===== src/rtl/arc4_pkg.sv =====
// arc4_pkg: shared ARC4 datapath types and widths (S-box geometry, memory port widths, prga FSM states).
package arc4_pkg;
    localparam int SBOX_SIZE  = 256;
    localparam int BYTE_W     = 8;
    localparam int S_ADDR_W   = 8;
    localparam int CT_ADDR_W  = 8;
    typedef enum logic [3:0] {
        IDLE, RD_LEN, WR_LEN, RD_I, LD_I, RD_J, LD_J, WR_I, WR_J, RD_P, WR_PT
    } prga_state_t;
endpackage


===== src/rtl/prga.sv =====
// prga: ARC4 keystream generation and length-prefixed decryption over single-port S/ct/pt memories.
// Define PRGA_KEYSTREAM_OUT_EN to expose the raw keystream on ks_valid/ks_byte.
module prga
    import arc4_pkg::*;
#(
    parameter int MSG_ADDR_W = CT_ADDR_W
) (
    input  logic                  clk,
    input  logic                  rst,
    input  logic                  en,
    output logic                  rdy,
    output logic [S_ADDR_W-1:0]   s_addr,
    input  logic [BYTE_W-1:0]     s_rddata,
    output logic [BYTE_W-1:0]     s_wrdata,
    output logic                  s_wren,
    output logic [MSG_ADDR_W-1:0] ct_addr,
    input  logic [BYTE_W-1:0]     ct_rddata,
    output logic [MSG_ADDR_W-1:0] pt_addr,
    output logic [BYTE_W-1:0]     pt_wrdata,
`ifdef PRGA_KEYSTREAM_OUT_EN
    output logic                  ks_valid,
    output logic [BYTE_W-1:0]     ks_byte,
`endif
    output logic                  pt_wren
);
    prga_state_t state, state_n;
    logic [BYTE_W-1:0] i, j, k, si, sj, ctb, len;

    always_ff @(posedge clk or posedge rst) begin
        if (rst) begin
            state <= IDLE;
            i     <= '0;
            j     <= '0;
            k     <= '0;
            si    <= '0;
            sj    <= '0;
            ctb   <= '0;
            len   <= '0;
        end else begin
            state <= state_n;
            case (state)
                IDLE: if (en) begin
                    i <= 8'd1;
                    j <= '0;
                    k <= 8'd1;
                end
                WR_LEN: len <= ct_rddata;
                LD_I: begin
                    si  <= s_rddata;
                    ctb <= ct_rddata;
                    j   <= j + s_rddata;
                end
                LD_J: sj <= s_rddata;
                WR_PT: begin
                    i <= i + 8'd1;
                    k <= k + 8'd1;
                end
                default: ;
            endcase
        end
    end

    // Outputs decode from state alone, so async reset forces them to idle values immediately.
    always_comb begin
        state_n   = state;
        rdy       = 1'b0;
        s_addr    = '0;
        s_wrdata  = '0;
        s_wren    = 1'b0;
        ct_addr   = '0;
        pt_addr   = '0;
        pt_wrdata = '0;
        pt_wren   = 1'b0;
`ifdef PRGA_KEYSTREAM_OUT_EN
        ks_valid  = 1'b0;
        ks_byte   = '0;
`endif
        case (state)
            IDLE: begin
                rdy     = 1'b1;
                state_n = en ? RD_LEN : IDLE;
            end
            RD_LEN: state_n = WR_LEN;
            WR_LEN: begin
                pt_wrdata = ct_rddata;
                pt_wren   = 1'b1;
                state_n   = (ct_rddata == '0) ? IDLE : RD_I;
            end
            RD_I: begin
                s_addr  = i;
                ct_addr = MSG_ADDR_W'(k);
                state_n = LD_I;
            end
            LD_I: state_n = RD_J;
            RD_J: begin
                s_addr  = j;
                state_n = LD_J;
            end
            LD_J: state_n = WR_I;
            WR_I: begin
                s_addr   = i;
                s_wrdata = sj;
                s_wren   = 1'b1;
                state_n  = WR_J;
            end
            WR_J: begin
                s_addr   = j;
                s_wrdata = si;
                s_wren   = 1'b1;
                state_n  = RD_P;
            end
            RD_P: begin
                s_addr  = si + sj;
                state_n = WR_PT;
            end
            WR_PT: begin
                pt_addr   = MSG_ADDR_W'(k);
                pt_wrdata = s_rddata ^ ctb;
                pt_wren   = 1'b1;
`ifdef PRGA_KEYSTREAM_OUT_EN
                ks_valid  = 1'b1;
                ks_byte   = s_rddata;
`endif
                state_n   = (k == len) ? IDLE : RD_I;
            end
            default: state_n = IDLE;
        endcase
    end
endmodule

===== config.mk =====
export PLATFORM = sky130hd
export DESIGN_NAME = prga
export DESIGN_NICKNAME = d
export VERILOG_FILES = /design/src/rtl/arc4_pkg.sv /design/src/rtl/prga.sv
export SDC_FILE = /design/constraint.sdc
export NUM_CORES = 1
export LEC_CHECK = 0
export ABC_AREA = 1
export CORE_MARGIN = 8
export CORE_UTILIZATION = 49
export CTS_CLUSTER_SIZE = 30
export DETAILED_ROUTE_END_ITERATION = 16
export PLACE_DENSITY = 0.77
export SETUP_SLACK_MARGIN = 0.15
export SYNTH_ARGS = -nofsm -noshare
export SYNTH_HDL_FRONTEND = slang
export SYNTH_SLANG_ARGS = --single-unit

===== constraint.sdc =====
create_clock -name clk -period 1.95 [get_ports clk]
set_input_delay 0.4875 -clock clk [delete_from_list [all_inputs] [get_ports clk]]
set_output_delay 0.4875 -clock clk [all_outputs]
set_load 0.05 [all_outputs]

==> results by group <==
Floorplanning
  – Core area: ~7600 um^2
  – Chip Width: just over 100 um
  – Top Ports: 62
  – Rows: 32
  – DIE HEIGHT: 103 um
  – Die area: 10700 um^2
  – Initial core utilization: between 40% and 50%

Timing
  – Final setup fails: 42
  – Final Max Tran Viols: 0
  – Tmin final: between 2 and 2.5 ns
  – RSZ-0062 raised after global routing: yes
  – Worst-Margin Slew: 0.364 ns
  – Hold Fails Final Rpt: 0
  – Final worst slack: -0.513 ns
  – Tcrit/Tclk final: 126%
  – WHS: just over 0.5 ns
  – Slew margin rel.: 75.7%
  – FMAX: approximately 400 MHz
  – Fin Clk Skew: about 0.011 ns

Clock network
  – TritonCTS Buffers: 9
  – Clock insertion delay at the later pin of the skew report: 0.35 ns
  – Deepest clock path buffer count: 2
  – Worst-path clk slew: about 0.070 ns
  – CTS Sinks: 60
  – Post-CTS Hold Buffers: 0
  – H-tree Lvls: 3
  – CTS Root Cell: clkbuf_8
  – CTS tree: built

Power
  – Leak pwr: between 3 and 4 nW
  – Sequential power share: between 20% and 30%
  – Maximum vdd ir drop: 0.000973 V
  – Net Sw Frac: roughly half
  – P_sw: around 0.0052 W
  – Pint: 0.00531 W
  – Gate power share: 66.2%
  – Pwr/cell area: 1630 nW/um^2
  – Total power: 0.0105 W
  – Power share of the clock group: 11.3%

Critical path
  – Setup crit end: s_addr[4]
  – FF-to-FF path depth: 10
  – R2r startpoint: state[0]
  – R2r setup slk: around 0.21 ns
  – WP data arrival: between 1.5 and 2 ns
  – WP data required: between 1 and 1.5 ns
  – Crit end category: primary output
  – CP max FO: 4
  – Setup crit start: si[1]
  – Startpoint types: flop
  – Critical path class: reg -> out
  – RR Endpoint: state[1]

Yosys
  – Share of flip-flops with an asynchronous set or reset: 100%
  – Synth Warn #: 0
  – Ys flop type: dfrtp_1
  – Distinct cells, synth: 32
  – #FFs+latches synth: 60
  – Mapped Area: between 3000 and 4000 um^2
  – Sequential-to-total area share from yosys stat: 40.0%
  – Mapped Nets: between 500 and 600
  – Post-synth EDFFs: 0
  – Cells after synthesis: around 520
  – Syn_area_per_cell: 7.26 um^2

Placement
  – Final HPWL DP: 8.63 mm
  – DP Area: roughly 5500 um^2
  – Port-buffer cells: ~60
  – Inst Count DP: 706
  – Routability cong.: 0.859

Detailed routing
  – Drt wl/cell: 22.3 um
  – Final wirelength: around 17 mm
  – Drt pass-1 iters: 5
  – Via-to-Cell Ratio: between 6 and 7
  – Via count: between 4000 and 5000
  – # DRC: 0
  – Initial detailed-routing violation count: approximately 400
  – Post-route ant nets: 0

Run
  – Maxcap violations: 0

GRT
  – GRT Util Overall: between 20 and 30%
  – Vias in the first global route: roughly 4600
  – First-pass GRT wire length: roughly 24 mm
  – Initial antenna violation count: 0
  – Grt ovf: 0
  – Largest net degree at the start of global routing: 61

Finish
  – Finished Cell Area: ~6500 um^2
  – Layout cells sized above 1: 38.9%
  – Final nets: a little under 700
  – P&R area growth vs syn: 72.7%
  – Layout Cells excl Fill: between 700 and 800
  – Ant diodes: 0

Outcome
  – Failing checks: setup timing
  – Status: complete, but fails checks

Worst hold path
  – Hold Path Class: reg -> reg
## critical path, stage by stage (launching register included)
cell	delay, ns
dfrtp_1	0.41
inv_1	0.16
fa_2	0.44
inv_4	0.11
a21oi_4	0.07
nand2_2	0.07
nand2_2	0.07
o21ai_4	0.15
buf_12	0.15
## registers in the layout, summed over array words and instances (netlist names)
register,count
len,8
state,4
i,8
sj,8
si,8
k,8
ctb,8
j,8
## power by group through the flow
stage | clock [W] | combinational [W] | sequential (W)
detailed placement | 0 | 0.00506 | 0.00223
global placement | 0 | 0.00488 | 0.00220
floorplan | 0 | 0.00327 | 0.00212
CTS | 0.00116 | 0.00602 | 0.00225
finish | 0.00119 | 0.00698 | 0.00238
global route | 0.00123 | 0.00739 | 0.00242
## what timing repair did
action	4_1_cts	5_1_grt
buffers inserted	20	7
endpoints found under the setup margin	42	67
gates cloned	2	1
pin swaps	24	18
endpoints found under the hold margin	0	0
gates resized for setup	91	35
## cell families after synthesis
kind of cell / Yosys count / share of synthesized area (%)
XOR/XNOR: 14 / 3.27
AO/OA/AOI/OAI: 89 / 13.9
AND/OR/NAND/NOR: 248 / 27.2
adder cells (fa/ha/maj): 18 / 6.40
buffers and inverters: 88 / 9.24
flip-flops: 60 / 40.0
## per-stage QoR
stage | setup TNS [ns] | worst slack (ns) | utilization, %
CTS | -6.35 | -0.427 | 83.0
finish | -12.31 | -0.513 | 85.6
global route | -13.89 | -0.548 | 85.6
detailed placement | -1.70 | -0.173 | 73.1
global placement | -1.19 | -0.129 | 73.1
floorplan | -0.0430 | -0.0228 | -
## routing by layer
layer  vias to the layer above  global-route usage [%]  share of wire, %  wire, um
met1                      2138                    34.3                36      5980
met4                         0                    18.4               7.7      1290
met2                       337                    51.1                48      8100
met5                         -                       0                 0         0
li1                       1934                       -                 -         -
met3                       121                    4.42               8.2      1370
## how the worst min path moves through the flow
| stage | start | endpoint | cells after the start |
|---|---|---|---|
| floorplan | ctb[1] | ctb[1] | 2 |
| global placement | ctb[1] | ctb[1] | 2 |
| detailed placement | ctb[1] | ctb[1] | 2 |
| CTS | ctb[1] | ctb[1] | 2 |
| global route | ctb[1] | ctb[1] | 2 |
| finish | ctb[1] | ctb[1] | 2 |
## placed cells by master, fill, tap and decap left out, drive strengths merged, types with 4 or more instances in the layout
| cell | n |
|---|---|
| dfrtp | 60 |
| buf | 107 |
| nand4 | 5 |
| o21ai | 56 |
| a32o | 7 |
| o22ai | 4 |
| inv | 76 |
| a22oi | 6 |
| clkbuf | 13 |
| a21oi | 11 |
| xnor2 | 12 |
| nand2 | 160 |
| clkdlybuf4s50 | 15 |
| nand3 | 37 |
| nor2 | 43 |
| ha | 16 |
| clkinvlp | 4 |
## final cells by class
type	instances	area [um^2]
clock buffer	13	159
clock inverter	3	45.0
fill	358	1090
inverter	78	323
multi-input combinational	371	2690
sequential	60	1510
tap	102	128
timing repair buffer	125	1620
## synth_stat cells, types with 3 or more instances
cell type,n,area [um^2]
dfrtp_1,60,1500
nand2_2,4,25.0
o21ai_1,8,40.0
buf_2,8,40.0
xnor2_1,12,105
nand2_1,154,578
inv_1,74,278
o21ai_0,47,235
o22ai_1,4,25.0
a32o_1,7,70.1
inv_2,3,11.3
nor2_1,41,154
a22oi_1,6,45.0
nand4_1,5,31.3
ha_1,16,200
a21oi_1,11,55.1
nand3_1,36,180
(Power assumes the default switching activity.)
